### config.mk
export PLATFORM = sky130hd
export DESIGN_NAME = vga_fb_arbiter_flat
export DESIGN_NICKNAME = d
export VERILOG_FILES = /design/src/rtl/vga_fb_arbiter_if.sv /design/src/rtl/vga_fb_arbiter.sv /design/src/flat_wrapper.sv
export SDC_FILE = /design/constraint.sdc
export NUM_CORES = 1
export LEC_CHECK = 0
export BUFFER_PORTS_ARGS = -buffer_cell sky130_fd_sc_hd__buf_2
export CORE_AREA = 3 3 72 101
export CTS_CLUSTER_SIZE = 40
export DETAILED_ROUTE_END_ITERATION = 6
export DIE_AREA = 0 0 75 104
export SETUP_SLACK_MARGIN = 0.3
export SLEW_MARGIN = 20
export SYNTH_ARGS = -nofsm -noshare
export SYNTH_HDL_FRONTEND = slang
export SYNTH_SLANG_ARGS = --single-unit
### constraint.sdc
create_clock -name clk -period 5.36 [get_ports clk]
set_input_delay 0.804 -clock clk [delete_from_list [all_inputs] [get_ports clk]]
set_output_delay 0.804 -clock clk [all_outputs]
set_load 0.01 [all_outputs]
### src/rtl/vga_fb_arbiter_if.sv
// rtl/vga_fb_arbiter_if.sv - writer request port and single-port pixel memory bus
interface vga_fb_arbiter_if #(
    parameter int ADDR_W = 15
);
    logic              wr_req;
    logic [ADDR_W-1:0] wr_addr;
    logic [7:0]        wr_data;
    logic              wr_gnt;
    logic [ADDR_W-1:0] mem_addr;
    logic              mem_we;
    logic [7:0]        mem_wdata;
    logic [7:0]        mem_rdata;

    modport slave (
        input  wr_req, wr_addr, wr_data, mem_rdata,
        output wr_gnt, mem_addr, mem_we, mem_wdata
    );

    modport master (
        output wr_req, wr_addr, wr_data, mem_rdata,
        input  wr_gnt, mem_addr, mem_we, mem_wdata
    );
endinterface

### src/rtl/vga_fb_arbiter.sv
// rtl/vga_fb_arbiter.sv - frame-buffer port shared between display prefetch and a write requester
module vga_fb_arbiter #(
    parameter int H_ACTIVE = 640,
    parameter int H_TOTAL  = 800,
    parameter int V_ACTIVE = 480,
    parameter int V_TOTAL  = 525,
    parameter int SCALE    = 2,
    parameter int FB_W     = 160,
    parameter int ADDR_W   = 15
) (
    input  logic                  clk,
    input  logic                  reset,
    input  logic                  pix_tick,
    input  logic                  frame_sync,
    vga_fb_arbiter_if.slave       bus,
    output logic [7:0]            pixel_color,
    output logic                  in_active
);
    localparam int HW = $clog2(H_TOTAL);
    localparam int VW = $clog2(V_TOTAL);

    typedef enum logic [1:0] {IDLE, RD, RDW} state_t;

    state_t            state;
    logic [HW-1:0]     h;
    logic [HW-1:0]     h_next;
    logic [VW-1:0]     v;
    logic [VW-1:0]     v_next;
    logic [7:0]        fetch_q;
    logic              act_cur;
    logic              act_next;
    logic [ADDR_W-1:0] fb_addr;
    logic              wr_ok;

    always_comb begin
        h_next = h + 1'b1;
        v_next = v;
        if (h == HW'(H_TOTAL - 1)) begin
            h_next = '0;
            v_next = (v == VW'(V_TOTAL - 1)) ? '0 : v + 1'b1;
        end
    end

    assign act_cur  = (h < HW'(H_ACTIVE)) && (v < VW'(V_ACTIVE));
    assign act_next = (h_next < HW'(H_ACTIVE)) && (v_next < VW'(V_ACTIVE));
    assign fb_addr  = ADDR_W'(v >> SCALE) * ADDR_W'(FB_W) + ADDR_W'(h >> SCALE);

    // The writer only ever owns the port while no display fetch is in flight.
    assign wr_ok         = (state == IDLE) && bus.wr_req && !reset;
    assign bus.wr_gnt    = wr_ok;
    assign bus.mem_we    = wr_ok;
    assign bus.mem_wdata = bus.wr_data;

    always_comb begin
        bus.mem_addr = '0;
        if (!reset && state == RD)
            bus.mem_addr = fb_addr;
        else if (wr_ok)
            bus.mem_addr = bus.wr_addr;
    end

    always_ff @(posedge clk) begin
        if (reset) begin
            h           <= '0;
            v           <= '0;
            fetch_q     <= '0;
            pixel_color <= '0;
            in_active   <= 1'b0;
            state       <= RD;
        end else if (frame_sync) begin
            h           <= '0;
            v           <= '0;
            pixel_color <= '0;
            in_active   <= 1'b0;
            state       <= RD;
        end else if (pix_tick) begin
            // A tick mid-fetch abandons it; the new position is fetched instead.
            pixel_color <= act_cur ? fetch_q : 8'h00;
            in_active   <= act_cur;
            h           <= h_next;
            v           <= v_next;
            state       <= act_next ? RD : IDLE;
        end else begin
            case (state)
                RD:      state <= RDW;
                RDW: begin
                    fetch_q <= bus.mem_rdata;
                    state   <= IDLE;
                end
                default: state <= IDLE;
            endcase
        end
    end
endmodule

### src/flat_wrapper.sv
// flat-port wrapper written by rule: the top's interface ports become plain ports
module vga_fb_arbiter_flat 
#(
    parameter int H_ACTIVE = 640,
    parameter int H_TOTAL  = 800,
    parameter int V_ACTIVE = 480,
    parameter int V_TOTAL  = 525,
    parameter int SCALE    = 2,
    parameter int FB_W     = 160,
    parameter int ADDR_W   = 15
)
  (clk, reset, pix_tick, frame_sync, pixel_color, in_active, bus_wr_req, bus_wr_addr, bus_wr_data, bus_mem_rdata, bus_wr_gnt, bus_mem_addr, bus_mem_we, bus_mem_wdata);
  vga_fb_arbiter_if #(.ADDR_W(ADDR_W)) bus_i ();
  input  logic clk;
  input  logic reset;
  input  logic pix_tick;
  input  logic frame_sync;
  output logic [7:0] pixel_color;
  output logic in_active;
  input wire logic [$bits(bus_i.wr_req)-1:0] bus_wr_req;
  input wire logic [$bits(bus_i.wr_addr)-1:0] bus_wr_addr;
  input wire logic [$bits(bus_i.wr_data)-1:0] bus_wr_data;
  input wire logic [$bits(bus_i.mem_rdata)-1:0] bus_mem_rdata;
  output wire logic [$bits(bus_i.wr_gnt)-1:0] bus_wr_gnt;
  output wire logic [$bits(bus_i.mem_addr)-1:0] bus_mem_addr;
  output wire logic [$bits(bus_i.mem_we)-1:0] bus_mem_we;
  output wire logic [$bits(bus_i.mem_wdata)-1:0] bus_mem_wdata;
  assign bus_i.wr_req = bus_wr_req;
  assign bus_i.wr_addr = bus_wr_addr;
  assign bus_i.wr_data = bus_wr_data;
  assign bus_i.mem_rdata = bus_mem_rdata;
  assign bus_wr_gnt = bus_i.wr_gnt;
  assign bus_mem_addr = bus_i.mem_addr;
  assign bus_mem_we = bus_i.mem_we;
  assign bus_mem_wdata = bus_i.mem_wdata;
  vga_fb_arbiter #(.H_ACTIVE(H_ACTIVE), .H_TOTAL(H_TOTAL), .V_ACTIVE(V_ACTIVE), .V_TOTAL(V_TOTAL), .SCALE(SCALE), .FB_W(FB_W), .ADDR_W(ADDR_W)) u_core (.clk(clk), .reset(reset), .pix_tick(pix_tick), .frame_sync(frame_sync), .bus(bus_i), .pixel_color(pixel_color), .in_active(in_active));
endmodule
==> metrics.md, run 1 <==
| Metric | Value |
|---|---|
| Mapped Area | about 2600 um^2 |
| Seq/Total Area, Yosys | 30.4% |
| Max-cap violation count | 0 |
| Clk sinks | 39 |
| Setup-failing EPs final | 0 |
| Worst Hold Launch | u_core.fetch_q[4]$_SDFFE_PP0P_ |
| Crit-path most repeated cell | ha_1 |
| Largest family of logic cells by synthesized area | simple AND/OR/NAND/NOR gates |
| Clk network pwr share | 43.5% |
| Max incr delay on CP | roughly 520 ps |
| Filler instances | 636 |
| Multiplexer share of the synthesized area | 0.780% |
| Die height | 104 um |
| Post-synthesis simple-gate area fraction | 26.3% |
| Leak Pwr | about 0.0012 uW |
| Largest net degree at the start of global routing | 19 |
| Core area | 6530 um^2 |
| Data required, critical path | 4560 ps |
| Yosys warnings | 0 |
| Ports | 70 |
| I/O Buffers | 53 |
| Yosys reg bits | 39 |
| First drt pass iteration count | 4 |
| Die area | 7800 um^2 |
| CTS H-tree lvls | 2 |
| Post-CTS Setup Bufs | 0 |
| Main synth FF type | dfxtp_1 |
| Count of distinct cell types in the synthesized netlist | 53 |
| Final WL | 6060 um |
| Post-CTS sizing | 0 |
| Fraction of the mapped netlist area in adder cells | 10.3% |
| Crit-path slowest cell | dfxtp_1 |
| Cell taking the most area after synthesis | dfxtp_1 |
| Worst hold margin | about 460 ps |
| Status | complete, no violations |
| Total grt overflow | 0 |
| Final period util | a little under three quarters |
| Vias | 2313 |
| Worst-path clk slew | 80 ps |
| Post-route ant nets | 0 |
| # diodes | 0 |
| CP startpoint | u_core.v[5]$_SDFFE_PP0P_ |
| CP Max Fanout | 9 |
| Tightest slew margin relative to the limit | between 20% and 30% |
| Bufs and invs on worst path | 2 |
| Final hold vios | 0 |
| Achievable frequency | 0.261 GHz |
| CTS tree | done |
| Clock buffer depth | 2 |
| Worst VDD drop | 0.000158 V |
| Sequence of cells on the critical path | ha_1 > ha_1 > inv_1 > fa_1 > nor4_1 > nand4_1 > xnor2_1 > a22o_1 > buf_2 |
| Ranking of synthesized cells by area | dfxtp_1 (30%), ha_1 (8.8%), nor2_1 (5.6%) |
| Wire per inst | 14.1 um |
| Critical path endpoint category | output pin |
| Min Clock Period, post-route | 3840 ps |
| Switching Fraction | 21.5% |
| Routability Congestion | about 0.8 |
| Startpoint Class | register |
| CP Class | reg -> out |
| DRC violations left | 0 |
| Number of core rows | 35 |
| Effective utilization at floorplan | between 30 and 40% |
| Ratio of cells with drive above 1 in the final layout | between 20% and 30% |
| Final slew viol count | 0 |
| Post-CTS Hold Buffers | 0 |
| RSZ-0062 raised after global routing | false |
| Slew @ Worst Pin | ~1100 ps |
| R2r startpoint | u_core.h[7]$_SDFFE_PP0P_ |
| Vias in the first global route | 2170 |
| Avg Inst Size Synth | ~8.2 um^2 |
| Die width | about 75 um |
| Worst skew pair latency | 290 ps |
| Flop pwr share | 50.5% |
| Delay-heaviest family, CP | adder cells |
| Compound-Gate Fraction of Synth Area | 17.2% |
| Syn Inst Count | 314 |
| First-pass GRT wire length | 10000 um |
| Setup tns final | 0 ps |
| Int Power | 455 uW |
| Clock Skew | 8.03 ps |
| Data arrival, critical path | slightly above 3000 ps |
| Power Density | between 150 and 200 nW/um^2 |
| First DRT Iteration DRCs | 61 |
| Tot GR Track Use | 16.1% |
| Post-synth EDFFs | 0 |
| Vias per cell | 5.39 |
| Inserted Clock Buffers | 5 |
| Clock tree root driver cell | clkbuf_8 |
| Share of flip-flops with an asynchronous set or reset | 0% |
| Syn nets | 370 |
| HPWL after detailed placement | 4640 um |
| NetSw | 125 uW |
| Nets@finish | 410 |
| Initial antenna violation count | 0 |
| Hold Path Class | reg -> reg |
| Combinational Power Share | 6.0% |
| Yosys top cell area share | 30.4% |
| R2R Setup Slk | about 3400 ps |
| Post-Synth XOR/XNOR Area | 8.53% |
| Area Growth Syn to Fin | 14.1% |
metrics by stage:
stage	worst slack, ps	util [%]	cell area [um^2]	std cells	power [uW]
global route	1290	44.9	2930	429	606
CTS	1510	44.9	2930	429	587
finish	1520	44.9	2930	429	580
global placement	1940	43.1	2810	421	334
floorplan	2190	-	2570	314	324
detailed placement	1850	43.1	2810	421	335
cells by family after synthesis:
kind of cell	Yosys count
fa+ha+maj	20
simple gates	131
mux	2
flops	39
compound gates	64
buf+inv	33
xor+xnor	25
cell type report:
cell class	count	area [um^2]	area share, %
clock inverter	2	35.0	1.20
clock buffer	6	82.6	2.82
tap	74	92.6	3.16
timing repair buffer	54	273	9.31
sequential	39	781	26.6
multi-input combinational	242	1620	55.3
inverter	12	45.0	1.54
cells in the final DEF, fill, tap and decap left out, types with 3 or more instances in the layout:
master	count
and2_1	3
a211oi_1	4
xor2_1	15
o21ai_0	12
a311oi_1	3
a22o_1	8
ha_1	18
nand4_1	9
buf_2	53
nor2b_1	4
nand2_1	37
nor3_1	7
a21oi_1	13
inv_1	12
nor2_1	38
dfxtp_1	39
nand3_1	9
clkbuf_8	6
a22oi_1	8
xnor2_1	10
cell usage after synthesis, types with 3 or more instances:
cell type,number
dfxtp_1,39
nor2_1,38
nand2_1,37
ha_1,18
xor2_1,15
a21oi_1,13
inv_1,12
o21ai_0,12
xnor2_1,10
buf_4,9
clkbuf_1,9
nand3_1,9
nand4_1,9
a22o_1,8
a22oi_1,8
nor3_1,7
a211oi_1,4
nor2b_1,4
a311oi_1,3
and2_1,3
sequential cells by signal (all words and copies together) (netlist names):
signal,cells
u_core.fetch_q,8
u_core.state,2
u_core.pixel_color,8
u_core.v,10
u_core.in_active,1
u_core.h,10
worst reg2reg max path, stage by stage, from the launching register on:
cell and delay [ps]:
dfxtp_1 410, or3_1 390, or2_4 280, nor2_1 390, nand4_1 170, xor2_1 160
nor2_1 60
layer usage:
metal / vias to the layer above / share of wire, % / GRT usage (%)
met5: - / 0 / 0
met4: 0 / 2.2 / 5.85
met1: 1058 / 43 / 19.4
li1: 1182 / - / -
met2: 62 / 50 / 27.3
met3: 11 / 5.2 / 3.19
power groups by stage:
stage / Clock (uW) / Sequential (uW) / Combinational [uW]
floorplan: 0 / 300 / 24.4
global placement: 0 / 300 / 34.4
detailed placement: 0 / 300 / 34.8
CTS: 259 / 293 / 34.9
global route: 274 / 294 / 38.5
finish: 252 / 293 / 34.7
final timing paths:
kind / to / cells past startpoint
worst min register to register: u_core.fetch_q[4]$_SDFFE_PP0P_ / 2
worst max register to register: u_core.v[4]$_SDFFE_PP0P_ / 6
worst max-delay path: bus_mem_addr[14] / 9
worst min-delay path: u_core.fetch_q[4]$_SDFFE_PP0P_ / 2
Power figures use the tool's default switching activity.
==> run 2, diff against run 1 <==
Settings changed: ABC_AREA from default to 1, CORE_AREA 3 3 72 101 to 3 3 75 105, DIE_AREA 0 0 75 104 to 0 0 78 108.
Clock period 5.36 ns to 3.82 ns, I/O delays scaled along.
==> run 2 against run 1 <==
Non-clock buffer count is 1 lower. Setup slack got worse by 930 ps. Wire length up 11%. Via count rose by 18%. Sequential power rose by 43%. Area after synthesis up 8.9%. Die area increased by 8.0%. Sequential cell count unchanged. Synthesized cell count increased by 36%. Hold slack got worse by 0.80 ps. Critical path type unchanged. Critical endpoint unchanged.
==> metrics.md, run 2 <==
| Metric | Value |
|---|---|
| Top-count cell post-synth | nand2_1 |
| Synth cell count leaders | nand2_1 (108), nor2_1 (56), inv_1 (51), dfxtp_1 (39), nand3_1 (36) |
| R2r startpoint | u_core.h[0]$_SDFFE_PP0P_ |
| Clk sinks | 39 (unchanged) |
| Number of core rows | 36 (+2.9%) |
| Setup-failing EPs final | 0 (unchanged) |
| Startpoint Class | register |
| Effective utilization at floorplan | 39.8% (+0.45 points) |
| Tot GR Track Use | 16.6% (+0.54 points) |
| Ports | 70 (unchanged) |
| Seq/Total Area, Yosys | 27.9% (-2.5 points) |
| Worst path depth | 14 (+5) |
| Worst Hold Launch | frame_sync |
| Yosys warnings | 0 (unchanged) |
| Final std cells w/o fill | 564 (+31%) |
| Count of distinct cell types in the synthesized netlist | 37 (-30%) |
| Die width | 78 um (+4.0%) |
| Post-synth EDFFs | 0 (unchanged) |
| Inserted Clock Buffers | 5 (unchanged) |
| Total grt overflow | 0 (unchanged) |
| Cell taking the most area after synthesis | dfxtp_1 |
| Filler instances | 764 (+20%) |
| Syn Inst Count | 426 (+36%) |
| Share of flip-flops with an asynchronous set or reset | 0% (unchanged) |
| CTS H-tree lvls | 2 (unchanged) |
| Met3 usage in global routing | 2.08% (-1.1 points) |
| Achievable frequency | between 0.3 and 0.4 GHz |
| Largest net degree at the start of global routing | 27 (+8) |
| Reg2reg end | u_core.v[1]$_SDFFE_PP0P_ |
| Nets@finish | 524 (+28%) |
| Syn nets | 482 (+30%) |
| Most common cell after layout, fill and taps aside | nand2_1 |
| Setup WS pre-CTS | 762 ps (-1080 ps) |
| Bufs and invs on worst path | 3 (+1) |
| CTS tree | done |
| Die height | 108 um (+3.8%) |
| Critical path endpoint category | output pin |
| Wire per inst | 12.0 um (-15%) |
| First DRT Iteration DRCs | 105 (+72%) |
| Worst skew pair latency | 300 ps (about the same) |
| Delay-heaviest family, CP | adder cells |
| Clock buffer depth | 2 (unchanged) |
| Max-cap violation count | 0 (unchanged) |
| Worst-path clk slew | 90 ps (about the same) |
| Avg Inst Size Synth | 6.56 um^2 (-20%) |
| Main synth FF type | dfxtp_1 |
| Tightest slew margin relative to the limit | 48.1% (+23 points) |
| Final slew viol count | 0 (unchanged) |
| Sequence of cells on the critical path | ha_1 > ha_1 > inv_1 > fa_1 > xnor2_2 > inv_1 > nor2_1 > nand2_1 > nor2_1 > nand2_1 > nand2_1 > nand3_1 > nand2_1 > buf_2 |
| Ranking of synthesized cells by area | dfxtp_1 (28%), nand2_1 (14%), ha_1 (8.1%) |
| # diodes | 0 (unchanged) |
| Hold Path Class | in -> reg |
| Status | complete, no violations |
| Dpl cells | 556 (+32%) |
| CP Max Fanout | 10 (+1) |
| Final setup margin | 595 ps (-929 ps) |
| Core area | 7030 um^2 (+7.7%) |
| Yosys reg bits | 39 (unchanged) |
| First-pass GRT wire length | 11400 um (+14%) |
| Worst VDD drop | 0.000162 V (+2.5%) |
| Die area | 8420 um^2 (+8.0%) |
| Slew @ Worst Pin | 778 ps (-336 ps) |
| Busiest grt layer | met2 |
| Leak Pwr | 0.00158 uW (+34%) |
| Leading cell types in the layout, fill and taps excluded | nand2_1 (108), nor2_1 (55), buf_2 (53) |
| Data required, critical path | 3250 ps (-1310 ps) |
| CP Class | reg -> out |
| Clock tree root driver cell | clkbuf_8 |
| Vias in the first global route | 2576 (+19%) |
| Power Density | 248 nW/um^2 (+25%) |
| RSZ-0062 raised after global routing | false |
| Area Growth Syn to Fin | 13.5% |
| Yosys top cell area share | 27.9% (-2.5 points) |
| Hold Path Cell Cnt | 2 (unchanged) |
| Post-CTS Hold Buffers | 0 (unchanged) |
| Hold Crit Endpoint | u_core.state[1]$_SDFF_PP0_ |
| First drt pass iteration count | 4 (unchanged) |
| Mapped Area | 2800 um^2 (+8.9%) |
| Data arrival, critical path | 2650 ps (-380 ps) |
| Ratio of cells with drive above 1 in the final layout | 17.5% (-3.1 points) |
| Setup tns final | 0 ps (unchanged) |
| I/O Buffers | 53 (unchanged) |
| Vias | 2725 (+18%) |
| DRC violations left | 0 (unchanged) |
| Crit-path slowest cell | fa_1 |
| Clock Skew | 12.4 ps (+4.34 ps) |
| M2 GR Usage | 31.1% (+3.8 points) |
| Vias per cell | 4.83 (-10%) |
| Final period util | a little over four fifths |
| Crit-path most repeated cell | nand2_1 |
| Post-route ant nets | 0 (unchanged) |
| Initial antenna violation count | 0 (unchanged) |
| Max incr delay on CP | 420 ps (-100 ps) |
| CP startpoint | u_core.v[5]$_SDFFE_PP0P_ |
| GRT met1 Usage | 18.7% (-0.69 points) |
| Register-to-Register Path Depth | 8 (+2) |
| R2R Setup Slk | 1970 ps (-1400 ps) |
| Routability Congestion | 0.915 (+13%) |
| Final hold vios | 0 (unchanged) |
| Largest registers | u_core.h x10, u_core.v x10 |
| Final WL | 6750 um (+11%) |
| HPWL after detailed placement | 5400 um (+16%) |
| Min Clock Period, post-route | roughly 3200 ps |
run 2: final cells by class:
cell class	count	area, um^2	share of cell area [%]
well taps	95	119	3.75
inverters	54	208	6.55
multi-input cells	315	1710	53.9
clock inverters	2	12.5	0.394
repair buffers	53	265	8.36
clock buffers	6	72.6	2.29
flip-flops and latches	39	786	24.8
run 2: how the worst max path moves through the flow:
stage	endpoint
4_1_cts	bus_mem_addr[14]
3_5_place_dp	bus_mem_addr[14]
3_3_place_gp	bus_mem_addr[14]
5_1_grt	bus_mem_addr[14]
6_report	bus_mem_addr[14]
2_1_floorplan	bus_mem_addr[14]
run 2: worst register-to-register path, stage by stage, from the launching register on:
cell      delay (ps)
dfxtp_1          340
ha_1             210
nand2_1          200
nor2_8            70
nand3_4          160
nor2_8            70
a21oi_1          360
inv_1            190
a211oi_2         170
run 2: report_power, final:
group | switching, uW | internal [uW]
Clock | 153 | 128
Combinational | 55.5 | 33.3
Sequential | 7.08 | 411
Total | 216 | 572
run 2: metrics by stage:
stage | utilization [%] | cell area (um^2) | hold WS, ps | power, uW
2_1_floorplan | - | 2800 | 456 | 492
3_3_place_gp | 43.7 | 3070 | 453 | 516
3_5_place_dp | 43.7 | 3070 | 456 | 517
4_1_cts | 44.9 | 3160 | 454 | 798
5_1_grt | 45.2 | 3170 | 463 | 823
6_report | 45.2 | 3170 | 458 | 787
run 2: what timing repair did:
item                       in CTS  in global routing
setup endpoints to repair       0                  3
resized for setup               0                  5
setup buffers                   0                  0
run 2: layer usage:
metal	routed length [um]	share of wire, %
met4	179	2.7
met2	3380	50
met3	257	3.8
met1	2930	43
met5	0	0
run 2: logic make-up after synthesis:
kind of cell	Yosys count	synth area share [%]
fa+ha+maj	20	9.49
buf+inv	72	11.3
simple gates	226	36.3
xor+xnor	5	1.57
compound gates	64	13.5
flops	39	27.9
